$ cat src/rtl/tmux_array_n.sv
// Temporal multiplexer array: compares each temporally encoded data channel against a
// shared temporally encoded select line, once per gamma cycle, all channels in parallel.
// MODE 0/1 match on first edge time (rising/falling); MODE 2 matches on pulse width and
// replays the matched width one gamma cycle later.
module tmux_array_n #(
  parameter int unsigned GAMMA_CYCLE_WIDTH = 16,
  parameter int unsigned PULSE_WIDTH       = 8,
  parameter int unsigned NUM_INPUTS        = GAMMA_CYCLE_WIDTH,
  parameter int unsigned MODE              = 0,
  parameter int unsigned TOLERANCE         = 0
) (
  input  logic                                 clk,
  input  logic                                 grst,
  input  logic [NUM_INPUTS-1:0]                inputs,
  input  logic                                 select_line,
  output logic [NUM_INPUTS-1:0]                y,
  output logic [$clog2(GAMMA_CYCLE_WIDTH)-1:0] phase,
  output logic                                 cycle_start
);

  localparam int unsigned     PhW    = $clog2(GAMMA_CYCLE_WIDTH);
  localparam int unsigned     CntW   = $clog2(PULSE_WIDTH + 1);
  localparam logic            Idle   = (MODE == 1);
  localparam logic [PhW-1:0]  LastPh = PhW'(GAMMA_CYCLE_WIDTH - 1);
  localparam logic [CntW-1:0] CntMax = CntW'(PULSE_WIDTH);

  function automatic logic within_tol(input int unsigned a, input int unsigned b);
    int unsigned diff;
    diff = (a > b) ? (a - b) : (b - a);
    return diff <= TOLERANCE;
  endfunction

  logic [PhW-1:0]                  phase_q, phase_d;
  logic [NUM_INPUTS-1:0]           in_s_q;
  logic                            sel_s_q;
  logic [NUM_INPUTS-1:0]           prev_in_q, prev_in_d;
  logic                            prev_sel_q, prev_sel_d;
  logic [NUM_INPUTS-1:0]           cap_in_q, cap_in_d, cap_in_old;
  logic                            cap_sel_q, cap_sel_d, cap_sel_old;
  logic [NUM_INPUTS-1:0][PhW-1:0]  t_in_q, t_in_d;
  logic [PhW-1:0]                  t_sel_q, t_sel_d;
  logic [NUM_INPUTS-1:0][CntW-1:0] cnt_in_q, cnt_in_d, cnt_in_nx;
  logic [NUM_INPUTS-1:0][CntW-1:0] ocnt_q, ocnt_d;
  logic [CntW-1:0]                 cnt_sel_q, cnt_sel_d, cnt_sel_nx;
  logic [NUM_INPUTS-1:0]           y_q, y_d;
  logic                            ph_first, ph_last;
  logic [NUM_INPUTS-1:0]           act_in, evt_in;
  logic                            act_sel, evt_sel;

  // Phase counter and edge detection; everything below works in active-high terms.
  always_comb begin
    ph_first   = (phase_q == '0);
    ph_last    = (phase_q == LastPh);
    phase_d    = ph_last ? '0 : phase_q + 1'b1;
    act_in     = in_s_q ^ {NUM_INPUTS{Idle}};
    act_sel    = sel_s_q ^ Idle;
    prev_in_d  = act_in;
    prev_sel_d = act_sel;
    // Previous sample reads as idle at phase 0 so a level held across the boundary re-fires.
    evt_in     = act_in & ~(ph_first ? '0 : prev_in_q);
    evt_sel    = act_sel & ~(ph_first ? 1'b0 : prev_sel_q);
  end

  // Edge modes: latch the phase of the first event per cycle; captures drop at phase 0.
  always_comb begin
    cap_sel_old = cap_sel_q & ~ph_first;
    cap_sel_d   = cap_sel_old | evt_sel;
    t_sel_d     = (evt_sel & ~cap_sel_old) ? phase_q : t_sel_q;
    cap_in_old  = cap_in_q & {NUM_INPUTS{~ph_first}};
    cap_in_d    = cap_in_old | evt_in;
    t_in_d      = t_in_q;
    for (int i = 0; i < NUM_INPUTS; i++) begin
      if (evt_in[i] && !cap_in_old[i]) t_in_d[i] = phase_q;
    end
  end

  // Pulse mode: saturating high-time counts, handed to the output stage at the cycle end.
  always_comb begin
    cnt_sel_nx = (act_sel && cnt_sel_q != CntMax) ? cnt_sel_q + 1'b1 : cnt_sel_q;
    cnt_sel_d  = ph_last ? '0 : cnt_sel_nx;
    cnt_in_nx  = cnt_in_q;
    cnt_in_d   = cnt_in_q;
    ocnt_d     = ocnt_q;
    for (int i = 0; i < NUM_INPUTS; i++) begin
      if (act_in[i] && cnt_in_q[i] != CntMax) cnt_in_nx[i] = cnt_in_q[i] + 1'b1;
      if (ph_last) begin
        cnt_in_d[i] = '0;
        ocnt_d[i]   = (cnt_in_nx[i] != '0 && cnt_sel_nx != '0 &&
                       within_tol(32'(cnt_in_nx[i]), 32'(cnt_sel_nx))) ? cnt_in_nx[i] : '0;
      end else begin
        cnt_in_d[i] = cnt_in_nx[i];
      end
    end
  end

  // Output next state: edge modes set-and-hold within a cycle, pulse mode replays width.
  always_comb begin
    y_d = '0;
    if (MODE == 2) begin
      for (int i = 0; i < NUM_INPUTS; i++) begin
        if (ph_last) y_d[i] = (ocnt_d[i] != '0);
        else         y_d[i] = (32'(phase_d) < 32'(ocnt_q[i]));
      end
    end else if (!ph_last) begin
      // A match found on the last phase would land on phase 0, which must stay idle.
      y_d = ph_first ? '0 : y_q;
      for (int i = 0; i < NUM_INPUTS; i++) begin
        if (cap_in_d[i] && cap_sel_d && within_tol(32'(t_in_d[i]), 32'(t_sel_d))) begin
          y_d[i] = 1'b1;
        end
      end
    end
  end

  // State registers; reset discards any partially captured cycle.
  always_ff @(posedge clk or posedge grst) begin
    if (grst) begin
      phase_q    <= '0;
      in_s_q     <= {NUM_INPUTS{Idle}};
      sel_s_q    <= Idle;
      prev_in_q  <= '0;
      prev_sel_q <= 1'b0;
      cap_in_q   <= '0;
      cap_sel_q  <= 1'b0;
      t_in_q     <= '0;
      t_sel_q    <= '0;
      cnt_in_q   <= '0;
      cnt_sel_q  <= '0;
      ocnt_q     <= '0;
      y_q        <= '0;
    end else begin
      phase_q    <= phase_d;
      in_s_q     <= inputs;
      sel_s_q    <= select_line;
      prev_in_q  <= prev_in_d;
      prev_sel_q <= prev_sel_d;
      cap_in_q   <= cap_in_d;
      cap_sel_q  <= cap_sel_d;
      t_in_q     <= t_in_d;
      t_sel_q    <= t_sel_d;
      cnt_in_q   <= cnt_in_d;
      cnt_sel_q  <= cnt_sel_d;
      ocnt_q     <= ocnt_d;
      y_q        <= y_d;
    end
  end

  assign y           = y_q ^ {NUM_INPUTS{Idle}};
  assign phase       = phase_q;
  assign cycle_start = ph_first;

endmodule

$ cat config.mk
export PLATFORM = sky130hd
export DESIGN_NAME = tmux_array_n
export DESIGN_NICKNAME = d
export VERILOG_FILES = /design/src/rtl/tmux_array_n.sv
export SDC_FILE = /design/constraint.sdc
export NUM_CORES = 1
export LEC_CHECK = 0
export ABC_CLOCK_PERIOD_IN_PS = 7600
export CORE_AREA = 4 4 145 112
export DETAILED_ROUTE_END_ITERATION = 10
export DIE_AREA = 0 0 149 116
export DONT_BUFFER_PORTS = 1
export PLACE_DENSITY = 0.82
export SLEW_MARGIN = 20
export SYNTH_ARGS = -nofsm -noshare
export SYNTH_HDL_FRONTEND = slang
export SYNTH_SLANG_ARGS = --single-unit
$ cat constraint.sdc
create_clock -name clk -period 7.6 [get_ports clk]
set_input_delay 1.52 -clock clk [delete_from_list [all_inputs] [get_ports clk]]
set_output_delay 1.52 -clock clk [all_outputs]
set_load 0.01 [all_outputs]
Word level (Yosys, flattened, before mapping). Cells that the tools add are included.

Register bits: 139. Logic and storage cells: 252.

Add/sub/neg operators: 33. $lt $le $gt $ge: 32. Eq/ne operators: 1. Multiplexer cells: 54. Bitwise logic cells: 11. Reductions and logical operators: 81.

Operator list (number): 32-bit by 1-bit less-or-equal comparator with 1-bit output (second input constant) (16); 32-bit two-way mux (16); 4-bit by 4-bit subtractor with 5-bit output (32); 4-bit two-way mux (18); 4-bit greater-than comparator (16); 1-bit logical AND (48); 16-bit two-way mux (3); 3-bit nonzero test (16); 16-bit AND (2); 1-bit two-way mux (17); 1-bit logical NOT (16); 16-bit NOT (1); 16-bit OR (1); 4-bit by 1-bit adder with 4-bit output (second input constant) (1); 4-bit equality test (second input constant) (1); 4-bit logical NOT (1); 1-bit AND (3); 1-bit NOT (3); 1-bit OR (1).

Longest topological paths before layout. Gate-level depths: netlist of run 1.

Depth after elaboration: 12. Gate-level depth with buffers: 22. Gate-level depth less buffers: 16.

Worst setup path after synthesis of run 1. No wires, ideal clock.

Path type: reg-to-reg. Start point: reg phase_q[1], in the netlist phase[1]. End point: reg y_q[2], in the netlist y[2]. Setup time: 0.138 ns. Arrival: 5.800 ns. Data required time: 7.462 ns. Setup slack: 1.661 ns. Stages on the path, launching flop included: 20. Period minus slack after synthesis: 5.939 ns. Path through: dfrtp_1 -> inv_1 -> clkbuf_1 -> clkbuf_1 -> buf_1 -> buf_2 -> ha_1 -> and4bb_1 -> nor2_1 -> buf_4 -> clkbuf_1 -> nand2_1 -> a21boi_0 -> inv_1 -> ha_1 -> or3_1 -> a221o_1 -> a31oi_1 -> o31a_1 -> a41oi_1.

Cells in the longest elaborated chain, start to end: 12. Elaborated cells between the ends (all ways): 29. Classes of those cells: 2 x add/sub; 2 x order compare; 1 x eq/ne; 7 x mux; 11 x bitwise; 6 x reduce/logical.

Ends and longest elaborated chain: from (decl) (line 33) `logic [PhW-1:0] phase_q, phase_d;`; from (signal assigned) (line 132) `phase_q <= phase_d;`; 4-bit logical NOT (*) (line 52) `ph_first = (phase_q == '0);`; 1-bit two-way mux or 1-bit NOT (tied branches) (line 61, 66); 1-bit NOT or 1-bit AND (tied branches) (line 61, 66); 1-bit AND or 1-bit NOT (tied branches) (line 61, 68); 1-bit AND (*) (line 68) `t_sel_d = (evt_sel & ~cap_sel_old) ? phase_q : t_sel_q;`; 4-bit two-way mux (*) (line 68); named net t_sel_d[0] (line 41) `logic [PhW-1:0] t_sel_q, t_sel_d;`; 4-bit by 4-bit subtractor with 5-bit output or 4-bit greater-than comparator (tied branches) (line 29) `diff = (a > b) ? (a - b) : (b - a);`; 32-bit two-way mux (*) (line 29); 32-bit by 1-bit less-or-equal comparator with 1-bit output (*) (line 30) `return diff <= TOLERANCE;`; 1-bit logical AND (*) (line 108) `if (cap_in_d[i] && cap_sel_d && within_tol(32'(t_in_d[i]), 32'(t_sel_d))) begin`; 1-bit two-way mux (line 108); 16-bit two-way mux (line 104) `end else if (!ph_last) begin`; to (signal assigned) (line 144) `y_q <= y_d;`; to (decl) (line 45) `logic [NUM_INPUTS-1:0] y_q, y_d;`.

The timed path passes the listed nets; every way through them passes the cells marked *. A chain may end at the register's enable or synchronous reset.

==> run metrics, run 1 <==
first-pass GRT wire length between 40 and 50 mm; Final min period 5.02 ns; Netlist Area Pre-Place between 9000 and 10,000 µm²; crit share post-route 66.0%; synthesized area per cell 8.87 µm²; VDD IR max 0.150 mV; Tot Pwr between 2000 and 2500 µW; PwrDens 210 nW/µm²; RSZ-0062 raised after global routing false; Critical Path RT 7.93 ns; Post-DP Area 9550 µm²; CTS tree yes; top-area cell type share of the netlist area between 30% and 40%; First-pass DRT Iterations 6; Clock Latency Late Sink between 0.4 and 0.5 ns; MaxCap Viol Count 0; Post-synth EDFFs 0; final non-filler cell area around 10,000 µm²; Worst Setup Start Kind register; drt drc 0; pin count of the biggest net entering global routing 72; Netlist cell types slightly below 80; Std-Cell Rows 39; deepest clock path buffer count 2; CTS sink cnt 139; vias in the first global route between 7,000 and 8,000; CP endpoint kind register; Routed Antenna Nets 0; Post-DP HPWL 15.9 mm; Max Clk Rate 199 MHz; TNS Setup 0 ns; status complete, no violations; # hold bufs at CTS 0; TritonCTS Buffers 17; Post-CTS Resized 0; postcts setup bufs 0; Leakage 0.00460 µW; area leader, netlist dfrtp_1; Hold Fails Final Rpt 0; num ports 40; clk_skew about 0.009 ns; maximum fanout along the worst path 38; area grow syn2layout 7.39%; GRT Total Usage 29.7%; Starting Density 63.2%; Reg clk slew, reported paths 0.06 ns; die area about 17,000 µm²; Placer Congestion 0.894; P_sw 638 µW; core box area roughly 15,000 µm²; Clk pwr share 39.5%; combinational power share a little over a fifth; CTS Root Cell clkbuf_16; nets 1,160; WL final 24.8 mm; Synth top cells by count 148 x nand2_1, 139 x dfrtp_1, 98 x ha_1; Overflow after GRT 0; GR met1 Demand/Resource 40.5%; top_reg_cell synth dfrtp_1; most common cell in the netlist nand2_1; wire length per cell around 20 µm; initial antenna violation count 0; relative slew slack 23.2%; antenna fix cells 0; Hold Path Origin act_in[1]$_DFF_PP0_; Int Pwr approximately 1500 µW; met2 Track Usage GR ~47%; Syn Inst Count ~1,100; H-tree depth 4; CP startpoint phase[0]$_DFF_PP0_; Post-Syn Nets 1,182; switching share of total power 30.0%; Top Usage Layer GRT met2; chip height 116 µm; Die X 149 µm; worst-margin pin slew 1.15 ns; Synth warnings 0; top post-synthesis cells by area dfrtp_1 37%, ha_1 13%, nand2_1 5.9%, o21ai_0 4.5%, nor2_1 3.3%; worst r2r src phase[0]$_DFF_PP0_; Max Transition Viols Final 0; Vias/cell 6.41; endpoints failing setup 0; GR Layer Usage met3 7.70%; min-delay worst type register to register; initial drt markers approximately 690; critical path class register to register; FF+latch count, synth 139; Port-buffer cells 0; Post-synth ARST share 100%; setup ws final 2.58 ns; Arr. time, crit path 5.34 ns; vias after detailed routing between 8,000 and 9,000; layout cell share with drive strength beyond 1 7.30%; Core Util, Final 67.9%; register area share after synthesis between 30 and 40%; Place WS 2.65 ns; Reg power frac 39.1%
## power by group through the flow
| stage | Clock (µW) | Combinational, µW | Sequential, µW |
|---|---|---|---|
| 2_1_floorplan | 0 | 355 | 829 |
| 3_3_place_gp | 0 | 430 | 841 |
| 3_5_place_dp | 0 | 441 | 843 |
| 4_1_cts | 846 | 447 | 831 |
| 5_1_grt | 877 | 508 | 837 |
| 6_report | 841 | 455 | 832 |
## logic make-up (layout without fill, tap and decap cells)
family,count (synthesis),in the layout,share of synthesized area [%]
and+or+nand+nor,323,323,15.6
muxes,17,17,1.89
adders and majority gates,108,108,14.1
xor gates and xnor gates,18,18,1.67
AOI/OAI and AO/OA,327,327,23.9
DFF,139,139,36.8
buffers and inverters,133,123,6.03
## cell type report
cell class              count  area (µm²)
well taps                 205         256
repair buffers             13        97.6
flip-flops and latches    139        3480
clock buffers              22         484
fillers                  1203        4790
multi-input cells         793        5410
inverters                  79         304
clock inverters             9         111
## per-layer routing
layer / wire length [µm] / part of all wire (%) / vias up
met5: 0 / 0 / -
met4: 595 / 2.4 / 0
met3: 2460 / 9.9 / 60
met2: 10800 / 44 / 382
met1: 10900 / 44 / 3835
li1: - / - / 3794
## final timing paths
check / cells past startpoint / slack, ns / endpoint
setup / recovery: 12 / 2.58 / y[11]$_DFFE_PP0P_
max in group asynchronous: 2 / 5.22 / act_in[13]$_DFF_PP0_
setup reg to reg: 12 / 2.58 / y[11]$_DFFE_PP0P_
hold / removal: 0 / 0.41 / prev_in_q[1]$_DFF_PP0_
min in group asynchronous: 1 / 1.04 / act_in[1]$_DFF_PP0_
hold reg to reg: 0 / 0.41 / prev_in_q[1]$_DFF_PP0_
## sequential cells by signal, summed over array words and instances, names as in the netlist
signal / cells
phase: 4
y: 16
cap_in_q: 16
prev_sel_q: 1
act_in: 16
act_sel: 1
prev_in_q: 16
t_in_q: 64
cap_sel_q: 1
t_sel_q: 4
## cells in the final DEF, fill, tap and decap left out, types with 6 or more instances in the layout
| cell type | netlist | final |
|---|---|---|
| o221ai_1 | 13 | 13 |
| a21oi_1 | 52 | 51 |
| a211oi_1 | 10 | 10 |
| xnor2_1 | 10 | 10 |
| nor3b_1 | 8 | 8 |
| xor2_1 | 8 | 8 |
| nand4_1 | 9 | 9 |
| maj3_1 | 9 | 9 |
| nor2_1 | 82 | 81 |
| nand3_1 | 16 | 16 |
| nand2_1 | 148 | 148 |
| a221o_1 | 7 | 7 |
| o32ai_1 | 6 | 6 |
| nor3_1 | 15 | 15 |
| a22o_1 | 20 | 20 |
| buf_4 | 1 | 13 |
| mux2i_1 | 10 | 9 |
| inv_1 | 78 | 77 |
| a32oi_1 | 8 | 8 |
| and3_1 | 7 | 7 |
| o21ai_0 | 85 | 84 |
| dfrtp_1 | 139 | 139 |
| o21a_1 | 12 | 12 |
| clkbuf_16 | 0 | 17 |
| o211ai_1 | 10 | 10 |
| o21ai_1 | 20 | 21 |
| o2111ai_1 | 7 | 7 |
| or3_1 | 11 | 11 |
| ha_1 | 98 | 98 |
| a21o_1 | 11 | 11 |
| o22ai_1 | 14 | 14 |
## critical path: stages, from the launching register on
cell and delay, ns:
dfrtp_1 0.56, inv_1 0.38, ha_1 0.36, or3b_4 0.61, inv_4 0.34, o21ai_0 0.93
o21ai_0 0.31, ha_1 0.31, maj3_1 0.35, o221ai_1 0.10, mux2i_1 0.21, nor3_1 0.08
o41ai_2 0.34
## per-stage QoR
step | hold WS, ns | cells
final | 0.407 | 1260
after global routing | 0.422 | 1260
after CTS | 0.411 | 1260
after detailed placement | 0.388 | 1229
after global placement | 0.386 | 1229
after floorplan | 0.369 | 1065
No activity file was read; power rests on OpenSTA's default activity.
==> run 2, diff against run 1 <==
==> config.mk (replaced) <==
export PLATFORM = sky130hd
export DESIGN_NAME = tmux_array_n
export DESIGN_NICKNAME = d
export VERILOG_FILES = /design/src/rtl/tmux_array_n.sv
export SDC_FILE = /design/constraint.sdc
export NUM_CORES = 1
export LEC_CHECK = 0
export ABC_CLOCK_PERIOD_IN_PS = 4200
export CORE_AREA = 4 4 152 117
export DETAILED_ROUTE_END_ITERATION = 10
export DIE_AREA = 0 0 156 121
export DONT_BUFFER_PORTS = 1
export PLACE_DENSITY = 0.78
export SLEW_MARGIN = 20
export SYNTH_ARGS = -nofsm -noshare
export SYNTH_HDL_FRONTEND = slang
export SYNTH_SLANG_ARGS = --single-unit
==> constraint.sdc (replaced) <==
create_clock -name clk -period 4.2 [get_ports clk]
set_input_delay 0.84 -clock clk [delete_from_list [all_inputs] [get_ports clk]]
set_output_delay 0.84 -clock clk [all_outputs]
set_load 0.01 [all_outputs]
==> run metrics, run 2 (synthesized netlist as in run 1, its figures left out) <==
status complete, no violations (unchanged); Leakage 0.00467 µW (was 0.00460 µW); Routed Antenna Nets 0 (unchanged); crit share post-route 88.5% (was 66.0%); RSZ-0062 raised after global routing false (unchanged); most frequent cells in the layout 148 x nand2_1, 138 x dfrtp_1, 95 x ha_1 (was 148 x nand2_1, 139 x dfrtp_1, 98 x ha_1); Critical Path RT 4.53 ns (was 7.93 ns); endpoints failing setup 0 (unchanged); first-pass GRT wire length 41.6 mm (was 40.4 mm); Post-DP HPWL 16.5 mm (was 15.9 mm); chip height 121 µm (was 116 µm); worst r2r src phase[0]$_DFF_PP0_ (unchanged); num ports 40 (unchanged); Reg clk slew, reported paths 0.06 ns (about the same); TNS Setup 0 ns (unchanged); Hold Fails Final Rpt 0 (unchanged); MaxCap Viol Count 0 (unchanged); Arr. time, crit path 4.05 ns (was 5.34 ns); PwrDens 369 nW/µm² (was 210 nW/µm²); clk_skew 0.00852 ns (was 0.00926 ns); setup ws final 0.483 ns (was 2.58 ns); layout cell share with drive strength beyond 1 9.77% (was 7.30%); CP endpoint kind register (unchanged); Post-DP Area 9780 µm² (was 9550 µm²); Placer Congestion 0.912 (was 0.894); deepest clock path buffer count 2 (unchanged); min-delay worst type register to register (unchanged); postcts setup bufs 0 (unchanged); GRT Total Usage 28.2% (was 29.7%); Worst Setup Start Kind register (unchanged); final non-filler cell area 10,400 µm² (was 10,100 µm²); Overflow after GRT 0 (unchanged); H-tree depth 4 (unchanged); Port-buffer cells 0 (unchanged); relative slew slack 33.4% (was 23.2%); core box area 16,500 µm² (was 14,900 µm²); Core Util, Final 62.9% (was 67.9%); Starting Density 57.4% (was 63.2%); pin count of the biggest net entering global routing 60 (was 72); Final min period 3.72 ns (was 5.02 ns); First-pass DRT Iterations 6 (unchanged); Place WS 0.483 ns (was 2.65 ns); CTS sink cnt 139 (unchanged); initial drt markers 974 (was 687); vias after detailed routing 8,148 (was 8,071); worst-margin pin slew 0.989 ns (was 1.15 ns); critical path class register to register (unchanged); CTS tree yes (unchanged); commonest non-fill, non-tap cell in the layout nand2_1 (unchanged); Max Transition Viols Final 0 (unchanged); antenna fix cells 0 (unchanged); r2r worst-path depth 12 (unchanged); initial antenna violation count 0 (unchanged); area grow syn2layout 9.63% (was 7.39%); Max Clk Rate 269 MHz (was 199 MHz); drt drc 0 (unchanged); CP startpoint phase[0]$_DFF_PP0_ (unchanged); Std-Cell Rows 41 (was 39); Vias/cell 6.32 (was 6.41); maximum fanout along the worst path 28 (was 38); CTS Root Cell clkbuf_16 (unchanged); nets 1,179 (was 1,160); Post-CTS Resized 0 (unchanged); largest register by flop count t_in_q (unchanged); critical path capture point y[9]$_DFFE_PP0P_ (was y[11]$_DFFE_PP0P_); # hold bufs at CTS 0 (unchanged); vias in the first global route 7,901 (was 7,748); VDD IR max 0.237 mV (was 0.150 mV); Die X 156 µm (was 149 µm); WL final 25.3 mm (was 24.8 mm); RR Endpoint y[9]$_DFFE_PP0P_ (was y[11]$_DFFE_PP0P_); Clock Latency Late Sink 0.43 ns (about the same); wire length per cell 19.6 µm (was 19.7 µm); R2R setup slack 0.48 ns (was 2.58 ns); max FFs per register 64 (unchanged); TritonCTS Buffers 17 (unchanged); die area 18,900 µm² (was 17,300 µm²); Tot Pwr 3820 µW (was 2130 µW)
run 2: cell types whose count changed in the layout (fill, tap and decap cells not counted), sizes merged:
cell / previous run / this run
buf: 13 / 32
bufinv: 2 / 1
clkbuf: 22 / 19
clkinv: 3 / 2
clkinvlp: 2 / 5
inv: 81 / 84
run 2: area by class of cell:
type,count,area [µm²]
clock inverters,13,133
flip-flops and latches,139,3480
clock buffers,19,443
multi-input cells,793,5470
fillers,1338,6110
inverters,79,310
well taps,215,269
repair buffers,32,253
run 2: layer usage:
layer	up-vias	track usage (%)	wire length (µm)
met3	49	7.13	2530
li1	3826	-	-
met1	3901	40.7	11300
met2	372	41.3	10800
met5	-	0	0
met4	0	9.29	600
run 2: stage by stage:
stage          hold slack (ns)  std cells
2_1_floorplan            0.369       1065
3_3_place_gp             0.390       1258
3_5_place_dp             0.386       1258
4_1_cts                  0.401       1290
5_1_grt                  0.410       1290
6_report                 0.399       1290
run 2: worst min path at each step:
stage | startpoint | endpoint | slack, ns | cells after the start
final | act_in[12]$_DFF_PP0_ | prev_in_q[12]$_DFF_PP0_ | 0.40 | 0
after global routing | act_in[8]$_DFF_PP0_ | prev_in_q[8]$_DFF_PP0_ | 0.41 | 0
after CTS | act_in[12]$_DFF_PP0_ | prev_in_q[12]$_DFF_PP0_ | 0.40 | 0
after detailed placement | act_in[12]$_DFF_PP0_ | prev_in_q[12]$_DFF_PP0_ | 0.39 | 0
after global placement | act_in[1]$_DFF_PP0_ | prev_in_q[1]$_DFF_PP0_ | 0.39 | 0
after floorplan | act_in[1]$_DFF_PP0_ | prev_in_q[1]$_DFF_PP0_ | 0.37 | 0
run 2: power by group:
part	switching (µW)	internal (µW)	total, µW
combinational	489	340	829
clock	636	847	1480
sequential	75.7	1430	1510
run 2: critical path, stage by stage (launching register included):
cell	delay, ns
dfrtp_1	0.34
inv_1	0.06
ha_1	0.22
or3b_4	0.25
inv_4	0.16
o21ai_0	0.83
o21ai_0	0.34
ha_1	0.31
maj3_1	0.36
o221ai_1	0.12
mux2i_1	0.23
nor3_1	0.09
o41ai_2	0.31
==> run 3, diff against run 2 <==
--- a/config.mk
+++ b/config.mk
@@ -6,11 +6,12 @@
 export NUM_CORES = 1
 export LEC_CHECK = 0
 export ABC_CLOCK_PERIOD_IN_PS = 4200
-export CORE_AREA = 4 4 152 117
+export BUFFER_PORTS_ARGS = -buffer_cell sky130_fd_sc_hd__buf_2
+export CORE_AREA = 4 4 154 119
 export DETAILED_ROUTE_END_ITERATION = 10
-export DIE_AREA = 0 0 156 121
-export DONT_BUFFER_PORTS = 1
-export PLACE_DENSITY = 0.78
+export DIE_AREA = 0 0 158 123
+export PLACE_DENSITY = 0.79
+export REMOVE_ABC_BUFFERS = 1
 export SLEW_MARGIN = 20
 export SYNTH_ARGS = -nofsm -noshare
 export SYNTH_HDL_FRONTEND = slang
==> run metrics, run 3 (synthesized netlist as in run 1, its figures left out) <==
max FFs per register 64 (unchanged); Hold Fails Final Rpt 0 (unchanged); Post-DP HPWL 15.9 mm (was 16.5 mm); CTS sink cnt 139 (unchanged); crit share post-route 95.5% (was 88.5%); TritonCTS Buffers 17 (unchanged); core box area 16,700 µm² (was 16,500 µm²); Crit-path slowest cell o21ai_0 (unchanged); die area 19,400 µm² (was 18,900 µm²); Port-buffer cells 39 (was 0); deepest clock path buffer count 2 (unchanged); antenna fix cells 0 (unchanged); chip height 123 µm (was 121 µm); Core Util, Final 62.8% (was 62.9%); Int Pwr 2680 µW (was 2620 µW); relative slew slack 24.1% (was 33.4%); Leakage 0.00485 µW (was 0.00467 µW); WL final 24.5 mm (was 25.3 mm); Clock Latency Late Sink 0.43 ns (about the same); Vias/cell 6.13 (was 6.32); combinational power share 21.8% (was 21.7%); CTS Root Cell clkbuf_16 (unchanged); Min-Delay Endpoint prev_in_q[5]$_DFF_PP0_ (was prev_in_q[12]$_DFF_PP0_); H-tree depth 4 (unchanged); Std-Cell Rows 41 (unchanged); critical path class register to register (unchanged); Critical Path RT 4.53 ns (about the same); num ports 40 (unchanged); vias after detailed routing 8,118 (was 8,148); min-delay worst type register to register (unchanged); hold path cells 0 (unchanged); CP max stage delay 0.94 ns (was 0.83 ns); Placer Congestion 0.879 (was 0.912); drt drc 0 (unchanged); Max Clk Rate 249 MHz (was 269 MHz); Place WS 0.338 ns (was 0.483 ns); clk_skew 0.00873 ns (was 0.00852 ns); area grow syn2layout 10.9% (was 9.63%); r2r worst-path depth 13 (was 12); final non-filler cell area 10,500 µm² (was 10,400 µm²); vias in the first global route 7,716 (was 7,901); switching share of total power 31.0% (was 31.5%); endpoints failing setup 0 (unchanged); Clk pwr share 39.7% (was 38.8%); PwrDens 372 nW/µm² (was 369 nW/µm²); status complete, no violations (unchanged); CP endpoint kind register (unchanged); VDD IR max 0.238 mV (was 0.237 mV); Post-CTS Resized 0 (unchanged); nets 1,213 (was 1,179); layout cell share with drive strength beyond 1 11.9% (was 9.77%); initial antenna violation count 0 (unchanged); Die X 158 µm (was 156 µm); Max Transition Viols Final 0 (unchanged); TNS Setup 0 ns (unchanged); Overflow after GRT 0 (unchanged); initial drt markers 669 (was 974); wire length per cell 18.5 µm (was 19.6 µm); worst-margin pin slew 1.13 ns (was 0.989 ns); worst r2r src phase[0]$_DFF_PP0_ (unchanged); largest register by flop count t_in_q (unchanged); Reg power frac 38.5% (was 39.5%); P_sw 1210 µW (was 1200 µW); Tot Pwr 3890 µW (was 3820 µW); First-pass DRT Iterations 6 (unchanged); setup ws final 0.190 ns (was 0.483 ns); Post-DP Area 9870 µm² (was 9780 µm²); most frequent cells in the layout 148 x nand2_1, 139 x dfrtp_1, 98 x ha_1 (was 148 x nand2_1, 138 x dfrtp_1, 95 x ha_1); pin count of the biggest net entering global routing 85 (was 60); CP Cell Sequence buf_4, inv_1, ha_1, or3b_4, inv_4, o21ai_0, o21ai_0, ha_1, maj3_1, o221ai_1, mux2i_1, nor3_1, o41ai_2 (was inv_1, ha_1, or3b_4, inv_4, o21ai_0, o21ai_0, ha_1, maj3_1, o221ai_1, mux2i_1, nor3_1, o41ai_2); postcts setup bufs 0 (unchanged); Arr. time, crit path 4.34 ns (was 4.05 ns); Worst Setup Start Kind register (unchanged); RSZ-0062 raised after global routing false (unchanged); Final min period 4.01 ns (was 3.72 ns); MaxCap Viol Count 0 (unchanged); first-pass GRT wire length 39.8 mm (was 41.6 mm); Starting Density 56.6% (was 57.4%); maximum fanout along the worst path 32 (was 28); Routed Antenna Nets 0 (unchanged); # hold bufs at CTS 0 (unchanged); CTS tree yes (unchanged); GRT Total Usage 26.1% (was 28.2%); Hold Path Origin act_in[5]$_DFF_PP0_ (was act_in[12]$_DFF_PP0_); commonest non-fill, non-tap cell in the layout nand2_1 (unchanged); Reg clk slew, reported paths 0.06 ns (about the same); R2R setup slack 0.19 ns (was 0.48 ns); RR Endpoint y[11]$_DFFE_PP0P_ (was y[9]$_DFFE_PP0P_)
==> run 3: cell count changes in the layout (fill, tap and decap cells not counted), sizes merged <==
cell,change
buf,+34
bufinv,+1
clkbuf,-1
clkinv,+2
clkinvlp,-3
inv,+1
==> run 3: cell type report <==
| cell class | count | area, µm² |
|---|---|---|
| Clock buffer | 18 | 439 |
| Clock inverter | 14 | 159 |
| Fill cell | 1385 | 6200 |
| Inverter | 79 | 304 |
| Multi-Input combinational cell | 793 | 5410 |
| Sequential cell | 139 | 3480 |
| Tap cell | 215 | 269 |
| Timing Repair Buffer | 66 | 410 |
==> run 3: worst max path at each step <==
stage / start / endpoint / slack (ns) / cells past startpoint
floorplan: phase[1]$_DFF_PP0_ / y[8]$_DFFE_PP0P_ / -2.41 / 12
global placement: phase[0]$_DFF_PP0_ / y[10]$_DFFE_PP0P_ / 0.50 / 12
detailed placement: phase[0]$_DFF_PP0_ / y[10]$_DFFE_PP0P_ / 0.34 / 12
CTS: phase[0]$_DFF_PP0_ / y[11]$_DFFE_PP0P_ / 0.31 / 12
global route: phase[0]$_DFF_PP0_ / y[11]$_DFFE_PP0P_ / 0.03 / 13
finish: phase[0]$_DFF_PP0_ / y[11]$_DFFE_PP0P_ / 0.19 / 13
==> run 3: power by group through the flow <==
stage | Clock [µW] | Combinational [µW] | Sequential (µW)
3_3_place_gp | 0 | 808 | 1520
2_1_floorplan | 0 | 611 | 1510
3_5_place_dp | 0 | 829 | 1520
4_1_cts | 1560 | 840 | 1500
6_report | 1540 | 850 | 1500
5_1_grt | 1620 | 952 | 1510
==> run 3: worst max-delay path: cells and delay by family (launching register included) <==
kind | cells | cell delay (ns)
AOI/OAI and AO/OA | 4 | 1.76
DFF | 1 | 0.32
muxes | 1 | 0.23
buffers and inverters | 3 | 0.35
adders and majority gates | 3 | 0.88
and+or+nand+nor | 2 | 0.33
==> run 3: metrics by stage <==
step | hold slack (ns) | instances
3_5_place_dp | 0.382 | 1292
5_1_grt | 0.424 | 1324
2_1_floorplan | 0.369 | 1011
4_1_cts | 0.408 | 1324
6_report | 0.406 | 1324
3_3_place_gp | 0.389 | 1292
==> run 3: metal layers <==
| layer | vias to the layer above | part of all wire [%] | GRT usage, % |
|---|---|---|---|
| met4 | 0 | 2.2 | 9.11 |
| met2 | 298 | 44 | 40.8 |
| met1 | 3881 | 46 | 36.8 |
| met3 | 48 | 7.4 | 4.69 |
| met5 | - | 0 | 0 |
| li1 | 3891 | - | - |
